### src/rtl/nibble_word_queue_if.sv
// Bundle of enqueue, dequeue and overflow-status signals for the nibble word queue.
// The queue takes the slave view; the funnel/consumer side takes the master view.
interface nibble_word_queue_if #(
  parameter int WIDTH = 64,
  parameter int DEPTH = 4,
  parameter int CNT_W = 8
);
  logic                       io_enq_valid;
  logic [WIDTH-1:0]           io_enq_bits;
  logic                       io_deq_ready;
  logic                       io_deq_valid;
  logic [WIDTH-1:0]           io_deq_bits;
  logic [$clog2(DEPTH):0]     io_count;
  logic                       io_overflow;
  logic [CNT_W-1:0]           io_drops;
  logic                       io_clear_overflow;

  modport slave (
    input  io_enq_valid, io_enq_bits, io_deq_ready, io_clear_overflow,
    output io_deq_valid, io_deq_bits, io_count, io_overflow, io_drops
  );

  modport master (
    output io_enq_valid, io_enq_bits, io_deq_ready, io_clear_overflow,
    input  io_deq_valid, io_deq_bits, io_count, io_overflow, io_drops
  );
endinterface

### src/rtl/nibble_word_queue.sv
// Small first-word-fall-through FIFO behind the backpressure-free nibble funnel.
// Words arriving while full are dropped and tallied in a sticky overflow flag and a saturating counter.
module nibble_word_queue #(
  parameter int WIDTH = 64,
  parameter int DEPTH = 4,
  parameter int CNT_W = 8
) (
  input  logic                clock,
  input  logic                reset,
  nibble_word_queue_if.slave  q
);
  localparam int AW = $clog2(DEPTH);

  logic [WIDTH-1:0] mem [DEPTH];
  logic [AW-1:0]    rptr;
  logic [AW-1:0]    wptr;
  logic [AW:0]      count;
  logic             overflow;
  logic [CNT_W-1:0] drops;

  logic full;
  logic deq;
  logic accept;
  logic drop;

  // A dequeue at full frees the slot the incoming word needs, so it is accepted.
  always_comb begin
    full   = (count == (AW+1)'(DEPTH));
    deq    = (count != '0) && q.io_deq_ready;
    accept = q.io_enq_valid && (!full || deq);
    drop   = q.io_enq_valid && full && !deq;
  end

  always_ff @(posedge clock) begin
    if (!reset) begin
      rptr  <= '0;
      wptr  <= '0;
      count <= '0;
    end else begin
      if (accept) wptr <= wptr + 1'b1;
      if (deq)    rptr <= rptr + 1'b1;
      if (accept && !deq)      count <= count + 1'b1;
      else if (deq && !accept) count <= count - 1'b1;
    end
  end

  // Storage is deliberately left out of reset; only valid entries are ever observed.
  always_ff @(posedge clock) begin
    if (reset && accept) mem[wptr] <= q.io_enq_bits;
  end

  // A drop in the same cycle as a clear wins, leaving exactly one drop recorded.
  always_ff @(posedge clock) begin
    if (!reset) begin
      overflow <= 1'b0;
      drops    <= '0;
    end else if (drop) begin
      overflow <= 1'b1;
      if (q.io_clear_overflow) drops <= CNT_W'(1);
      else if (drops != '1)    drops <= drops + 1'b1;
    end else if (q.io_clear_overflow) begin
      overflow <= 1'b0;
      drops    <= '0;
    end
  end

  assign q.io_deq_valid = (count != '0);
  assign q.io_deq_bits  = mem[rptr];
  assign q.io_count     = count;
  assign q.io_overflow  = overflow;
  assign q.io_drops     = drops;
endmodule

### src/flat_wrapper.sv
// flat-port wrapper written by rule: the top's interface ports become plain ports
module nibble_word_queue_flat 
#(
  parameter int WIDTH = 64,
  parameter int DEPTH = 4,
  parameter int CNT_W = 8
)
  (clock, reset, q_io_enq_valid, q_io_enq_bits, q_io_deq_ready, q_io_clear_overflow, q_io_deq_valid, q_io_deq_bits, q_io_count, q_io_overflow, q_io_drops);
  nibble_word_queue_if #(.WIDTH(WIDTH), .DEPTH(DEPTH), .CNT_W(CNT_W)) q_i ();
  input  logic clock;
  input  logic reset;
  input wire logic [$bits(q_i.io_enq_valid)-1:0] q_io_enq_valid;
  input wire logic [$bits(q_i.io_enq_bits)-1:0] q_io_enq_bits;
  input wire logic [$bits(q_i.io_deq_ready)-1:0] q_io_deq_ready;
  input wire logic [$bits(q_i.io_clear_overflow)-1:0] q_io_clear_overflow;
  output wire logic [$bits(q_i.io_deq_valid)-1:0] q_io_deq_valid;
  output wire logic [$bits(q_i.io_deq_bits)-1:0] q_io_deq_bits;
  output wire logic [$bits(q_i.io_count)-1:0] q_io_count;
  output wire logic [$bits(q_i.io_overflow)-1:0] q_io_overflow;
  output wire logic [$bits(q_i.io_drops)-1:0] q_io_drops;
  assign q_i.io_enq_valid = q_io_enq_valid;
  assign q_i.io_enq_bits = q_io_enq_bits;
  assign q_i.io_deq_ready = q_io_deq_ready;
  assign q_i.io_clear_overflow = q_io_clear_overflow;
  assign q_io_deq_valid = q_i.io_deq_valid;
  assign q_io_deq_bits = q_i.io_deq_bits;
  assign q_io_count = q_i.io_count;
  assign q_io_overflow = q_i.io_overflow;
  assign q_io_drops = q_i.io_drops;
  nibble_word_queue #(.WIDTH(WIDTH), .DEPTH(DEPTH), .CNT_W(CNT_W)) u_core (.clock(clock), .reset(reset), .q(q_i));
endmodule
### config.mk
export PLATFORM = sky130hd
export DESIGN_NAME = nibble_word_queue_flat
export DESIGN_NICKNAME = d
export VERILOG_FILES = /design/src/rtl/nibble_word_queue_if.sv /design/src/rtl/nibble_word_queue.sv /design/src/flat_wrapper.sv
export SDC_FILE = /design/constraint.sdc
export NUM_CORES = 1
export LEC_CHECK = 0
export BUFFER_PORTS_ARGS = -buffer_cell sky130_fd_sc_hd__buf_4
export CAP_MARGIN = 30
export CORE_ASPECT_RATIO = 0.9
export CORE_MARGIN = 2
export CORE_UTILIZATION = 51
export DETAILED_ROUTE_END_ITERATION = 8
export GPL_TIMING_DRIVEN = 0
export HOLD_SLACK_MARGIN = 0.15
export PLACE_DENSITY = 0.75
export RECOVER_POWER = 50
export SLEW_MARGIN = 40
export SYNTH_ARGS = -nofsm -noshare
export SYNTH_HDL_FRONTEND = slang
export SYNTH_SLANG_ARGS = --single-unit
export TNS_END_PERCENT = 100
### constraint.sdc
create_clock -name clock -period 2.9 [get_ports clock]
set_input_delay 0.58 -clock clock [delete_from_list [all_inputs] [get_ports clock]]
set_output_delay 0.58 -clock clock [all_outputs]
set_load 0.01 [all_outputs]
## After elaboration in Yosys (flattened, before gate mapping)

Memory sizes are Yosys's and may differ from the RTL's. A register that Yosys moved wholly into a read port is not among the register bits.
Cells that the tools add are included.

| storage, ports and cells | value |
|---|---|
| register bits after elaboration | 16 |
| RAM bits | 256 |
| word-level logic and storage cells | 41 |
| memories kept | 1 |

Memory list:

| memory | depth | bits a word | read ports | clocked after memory_dff | wr ports | RTL line | source |
|---|---|---|---|---|---|---|---|
| u_core.mem | 4 | 64 | 1 | 1 | 1 | nibble_word_queue.sv:14 | `logic [WIDTH-1:0] mem [DEPTH];` |

| cells by class | value |
|---|---|
| $add $sub $neg | 5 |
| eq/ne operators | 2 |
| mux-type cells | 12 |
| reductions and logical operators | 16 |

Operator list:

| cell | count |
|---|---|
| 8-bit two-way mux | 4 |
| 8-bit by 1-bit adder with 8-bit output (second input constant) | 1 |
| 8-bit != test (second input constant) | 1 |
| 1-bit logical AND | 7 |
| 3-bit two-way mux | 2 |
| 2-bit nonzero test | 3 |
| 2-bit by 1-bit adder with 2-bit output (second input constant) | 2 |
| 1-bit two-way mux | 4 |
| 2-bit two-way mux | 2 |
| 3-bit by 1-bit adder with 3-bit output (second input constant) | 1 |
| 3-bit == test (second input constant) | 1 |
| 1-bit zero test | 3 |
| 3-bit nonzero test | 1 |
| 3-bit by 1-bit subtractor with 3-bit output (second input constant) | 1 |
| 2-bit AND reduction | 1 |
| 1-bit logical OR | 1 |

## Logic depth before layout (Yosys ltp)

| logic depth | value |
|---|---|
| depth after elaboration | 8 |
| mapped depth | 9 |
| mapped depth without buffers | 8 |

## Worst setup path after synthesis

Ideal clock, no wire load.

| timing | value |
|---|---|
| path type | input port to flip-flop |
| from | input q_io_deq_ready |
| to | memory u_core.mem[2][0], enable pin |
| setup time | 0.429 ns |
| arrival | 2.558 ns |
| data required time | 2.471 ns |
| setup slack | -0.087 ns |
| stages | 4 |
| path through | nor4b_4 > and2b_2 > buf_2 > and3_1 |

| on the way | value |
|---|---|
| longest elaborated chain between the ends | 6 |

Ends and longest elaborated chain:

| element | RTL line | source |
|---|---|---|
| from (decl) | flat_wrapper.sv:14 | `input wire logic [$bits(q_i.io_deq_ready)-1:0] q_io_deq_ready;` |
| 1-bit logical AND | nibble_word_queue.sv:29 | `deq = (count != '0) && q.io_deq_ready;` |
| 1-bit logical OR | nibble_word_queue.sv:30 | `accept = q.io_enq_valid && (!full \|\| deq);` |
| 1-bit logical AND | nibble_word_queue.sv:30 |  |
| 1-bit logical AND | nibble_word_queue.sv:49 | `if (reset && accept) mem[wptr] <= q.io_enq_bits;` |
| 1-bit two-way mux | nibble_word_queue.sv:49 |  |
| 1-bit two-way mux (implied by the code) | nibble_word_queue.sv:49 |  |
| to (decl) | nibble_word_queue.sv:14 |  |

Every way passes these cells.

==> out/summary.log <==
INFO  power_and_ir_drop peakVddDrop=0.534mV
INFO  yosys          synth_edf_count=256
INFO  yosys          synth_seq_area_share=79.5%
INFO  yosys          synthesis.area=0.0101mm2
INFO  sta            final.period_utilization=95.3%
INFO  routing        routed-via-count=4836
INFO  routing        drt-wirelength-per-cell=20.7um
INFO  routing        postRouteAntennaNets=0
INFO  global_route   grt_antenna_before_repair=0
INFO  worst_setup_path required=2.32ns
INFO  worst_setup_path timing.critical_path.to_type=output port
INFO  yosys          synth.top_cell.area_share=75.9%
INFO  floorplan      coreArea=0.0193mm2
INFO  floorplan      core.rowCount=48
INFO  cts            clock_sink_count=274
INFO  worst_setup_path timing_worst_setup_path_type=flop to output port
INFO  yosys          synth.distinct_cells=36
INFO  sta            setup_skew_after_layout=0.0114ns
INFO  sta            timing.max_slew.rel_slack=46.0%
INFO  worst_setup_path arrival=2.18ns
INFO  global_route   grt_remaining_overflow=0
INFO  min_path       holdCritPathClass=input pin to flop
INFO  routing        drt_wl_total=18100um
INFO  finish         layout.filler_cells=1362
INFO  power_and_ir_drop post-layout-total-power=10.2mW
INFO  sta            hold_viol_final=0
INFO  place          hpwlAfterDp=11400um
INFO  place          io_buffers=145
INFO  yosys          synth-warning-count=0
INFO  power_and_ir_drop power-per-cell-area=839mW/mm2
INFO  worst_setup_path critPathCapture=q_io_deq_bits[17]
INFO  cts            post_cts_setup_repair_bufs=0
INFO  power_and_ir_drop p_leak=3.97nW
INFO  floorplan      floorplan.initialDensity=52.4%
INFO  sta            rsz_0062_raised_after_global_routing=yes
INFO  worst_setup_path r2r_start=u_core.q.io_count[0]$_SDFFE_PN0P_
INFO  yosys          synth.top_cells.by_area=edfxtp_1 (76%), mux4_2 (14%), dfxtp_1 (3.6%)
INFO  sta            report.final.slew_viol_count=0
INFO  floorplan      die_h=138um
INFO  worst_setup_path worst-r2r-cell-count=9
INFO  worst_setup_path crit_path_max_fanout=10
INFO  cts            maximum_clock_path_buffer_count=3
INFO  sta            max_freq=362MHz
INFO  cts            htreeDepth=1
INFO  global_route   via_count_of_the_first_global_routing_pass=5138
INFO  finish         final_cells=877
INFO  routing        post-route-drc-count=0
INFO  yosys          syn-num-nets=507
INFO  yosys          post-synth-top-area-cell=edfxtp_1
INFO  finish         area.growth.synth_to_final=20.6%
INFO  yosys          synth_instances=431
INFO  yosys          synth_area_per_cell=23.5um2
INFO  finish         layout.nets=683
INFO  place          globalplace.congestion=0.846
INFO  cts            tritoncts=built
INFO  yosys          async_set_or_reset_register_ratio_after_synthesis=0%
INFO  flow_run       maxCapViolations=0
INFO  sta            worst_pin_slew=0.810ns
INFO  yosys          synth_commonest_cells=edfxtp_1 (256), mux4_2 (64), dfxtp_1 (18)
INFO  routing        drt_pass1_iterations=4
INFO  yosys          synthFlopType=edfxtp_1
INFO  yosys          yosys_register_bits=274
INFO  yosys          synthMostInstantiatedCell=edfxtp_1
INFO  sta            fin_setup_tns=0ns
INFO  cts            numCtsBuffers=26
INFO  floorplan      dieWidth=153um
INFO  finish         drive_above_1_share=31.3%
INFO  worst_setup_path crit-reg2reg-capture=u_core.q.io_count[2]$_SDFFE_PN0P_
INFO  routing        avgViaCountPerCell=5.51
INFO  sta            final.min_clock_period=2.76ns
INFO  finish         insertedDiodeCount=0
INFO  worst_setup_path timing.critical_path.from_type=flop
INFO  global_route   grt_util_all_layers=17.4%
INFO  cts            cts-root-buf=clkbuf_16
INFO  global_route   grt_start_max_net_pins=37
INFO  status         result_of_the_run=finished clean
INFO  global_route   first_pass_grt_wire_length=28200um
INFO  floorplan      die_area=0.0210mm2
INFO  cts            worst_skew_pair.late_latency=0.51ns
INFO  place          post-place-cells=830
INFO  cts            path_clk_slew=0.06ns
INFO  floorplan      io_pins=146
INFO  worst_setup_path rrSetupSlack=0.33ns
INFO  sta            setup_viol=0
INFO  routing        first_iter_violations=267
==> routing by layer <==
metal  vias to the layer above  routed length (um)  global-route usage (%)  share of wire, %
met4                         0                 286                    3.45               1.6
met1                      2495                7480                    23.0                41
met2                       143                9310                    30.9                51
li1                       2171                   -                       -                 -
met5                         -                   0                       0                 0
met3                        27                1070                    3.49               5.9
==> flip-flops by register name (all words and copies together), names as in the netlist, named ones only <==
name,flops
u_core.mem,256
u_core.q.io_count,3
u_core.q.io_drops,8
u_core.q.io_overflow,1
u_core.rptr,2
u_core.wptr,2
==> report_power, final <==
group          total, mW  internal (mW)  switching [mW]
Clock               3.41           2.09            1.32
Combinational       2.20           1.18            1.02
Sequential          4.64           4.55          0.0901
Total               10.2           7.81            2.44
==> placed cells by master, fill, tap and decap left out, types with 5 or more instances in the layout <==
cell type and count:
mux4_2 64, dfxtp_1 18, ha_1 6, o21ai_0 5, clkinv_2 6, clkbuf_16 27
clkbuf_1 86, a21oi_1 5, buf_4 72, edfxtp_1 256
==> area by class of cell <==
cell class	count	area [um2]	area share, %
clock inverters	12	158	1.29
repair buffers	149	883	7.23
inverters	4	15.0	0.123
well taps	250	313	2.56
multi-input cells	137	1990	16.3
flip-flops and latches	274	8050	65.9
clock buffers	36	719	5.89
plain buffers	15	87.6	0.717
==> through the flow <==
step / instance area, um2 / hold slack [ns] / utilization, % / setup slack [ns]
global placement: 11500 / 0.474 / 59.6 / -0.118
global route: 12200 / 0.316 / 63.2 / -0.0229
detailed placement: 11600 / 0.485 / 60.1 / 0.234
finish: 12200 / 0.322 / 63.2 / 0.137
floorplan: 10100 / 0.500 / - / 0.613
CTS: 12500 / 0.245 / 64.7 / -0.0291
==> cell families after synthesis <==
kind of cell	count (synthesis)	share of synthesized area, %
AO/OA/AOI/OAI	17	1.15
XOR/XNOR	5	0.432
adder cells (fa/ha/maj)	7	0.939
buffers and inverters	20	0.840
flip-flops	274	79.5
multiplexers	68	14.6
AND/OR/NAND/NOR	40	2.53
==> worst min path at each step <==
stage | start | to | slack, ns | cells past startpoint
5_1_grt | q_io_enq_bits[42] | u_core.mem[2][42]$_DFFE_PP_ | 0.32 | 1
6_report | q_io_enq_bits[62] | u_core.mem[1][62]$_DFFE_PP_ | 0.32 | 1
3_3_place_gp | u_core.q.io_overflow$_SDFFE_PN0P_ | u_core.q.io_overflow$_SDFFE_PN0P_ | 0.47 | 2
3_5_place_dp | u_core.q.io_overflow$_SDFFE_PN0P_ | u_core.q.io_overflow$_SDFFE_PN0P_ | 0.49 | 2
2_1_floorplan | u_core.q.io_overflow$_SDFFE_PN0P_ | u_core.q.io_overflow$_SDFFE_PN0P_ | 0.50 | 2
4_1_cts | q_io_enq_bits[53] | u_core.mem[0][53]$_DFFE_PP_ | 0.24 | 1
==> worst max-delay path, stage by stage (launching register included) <==
cell	delay [ns]
dfxtp_1	0.31
buf_2	0.29
clkbuf_4	0.35
mux4_2	0.55
buf_4	0.16
==> what timing repair did <==
item / CTS / global route
gates resized for setup: 8 / 5
setup endpoints to repair: 60 / 40
pin swaps: 0 / 0
hold buffers: 0 / 0
(Power assumes the default switching activity.)
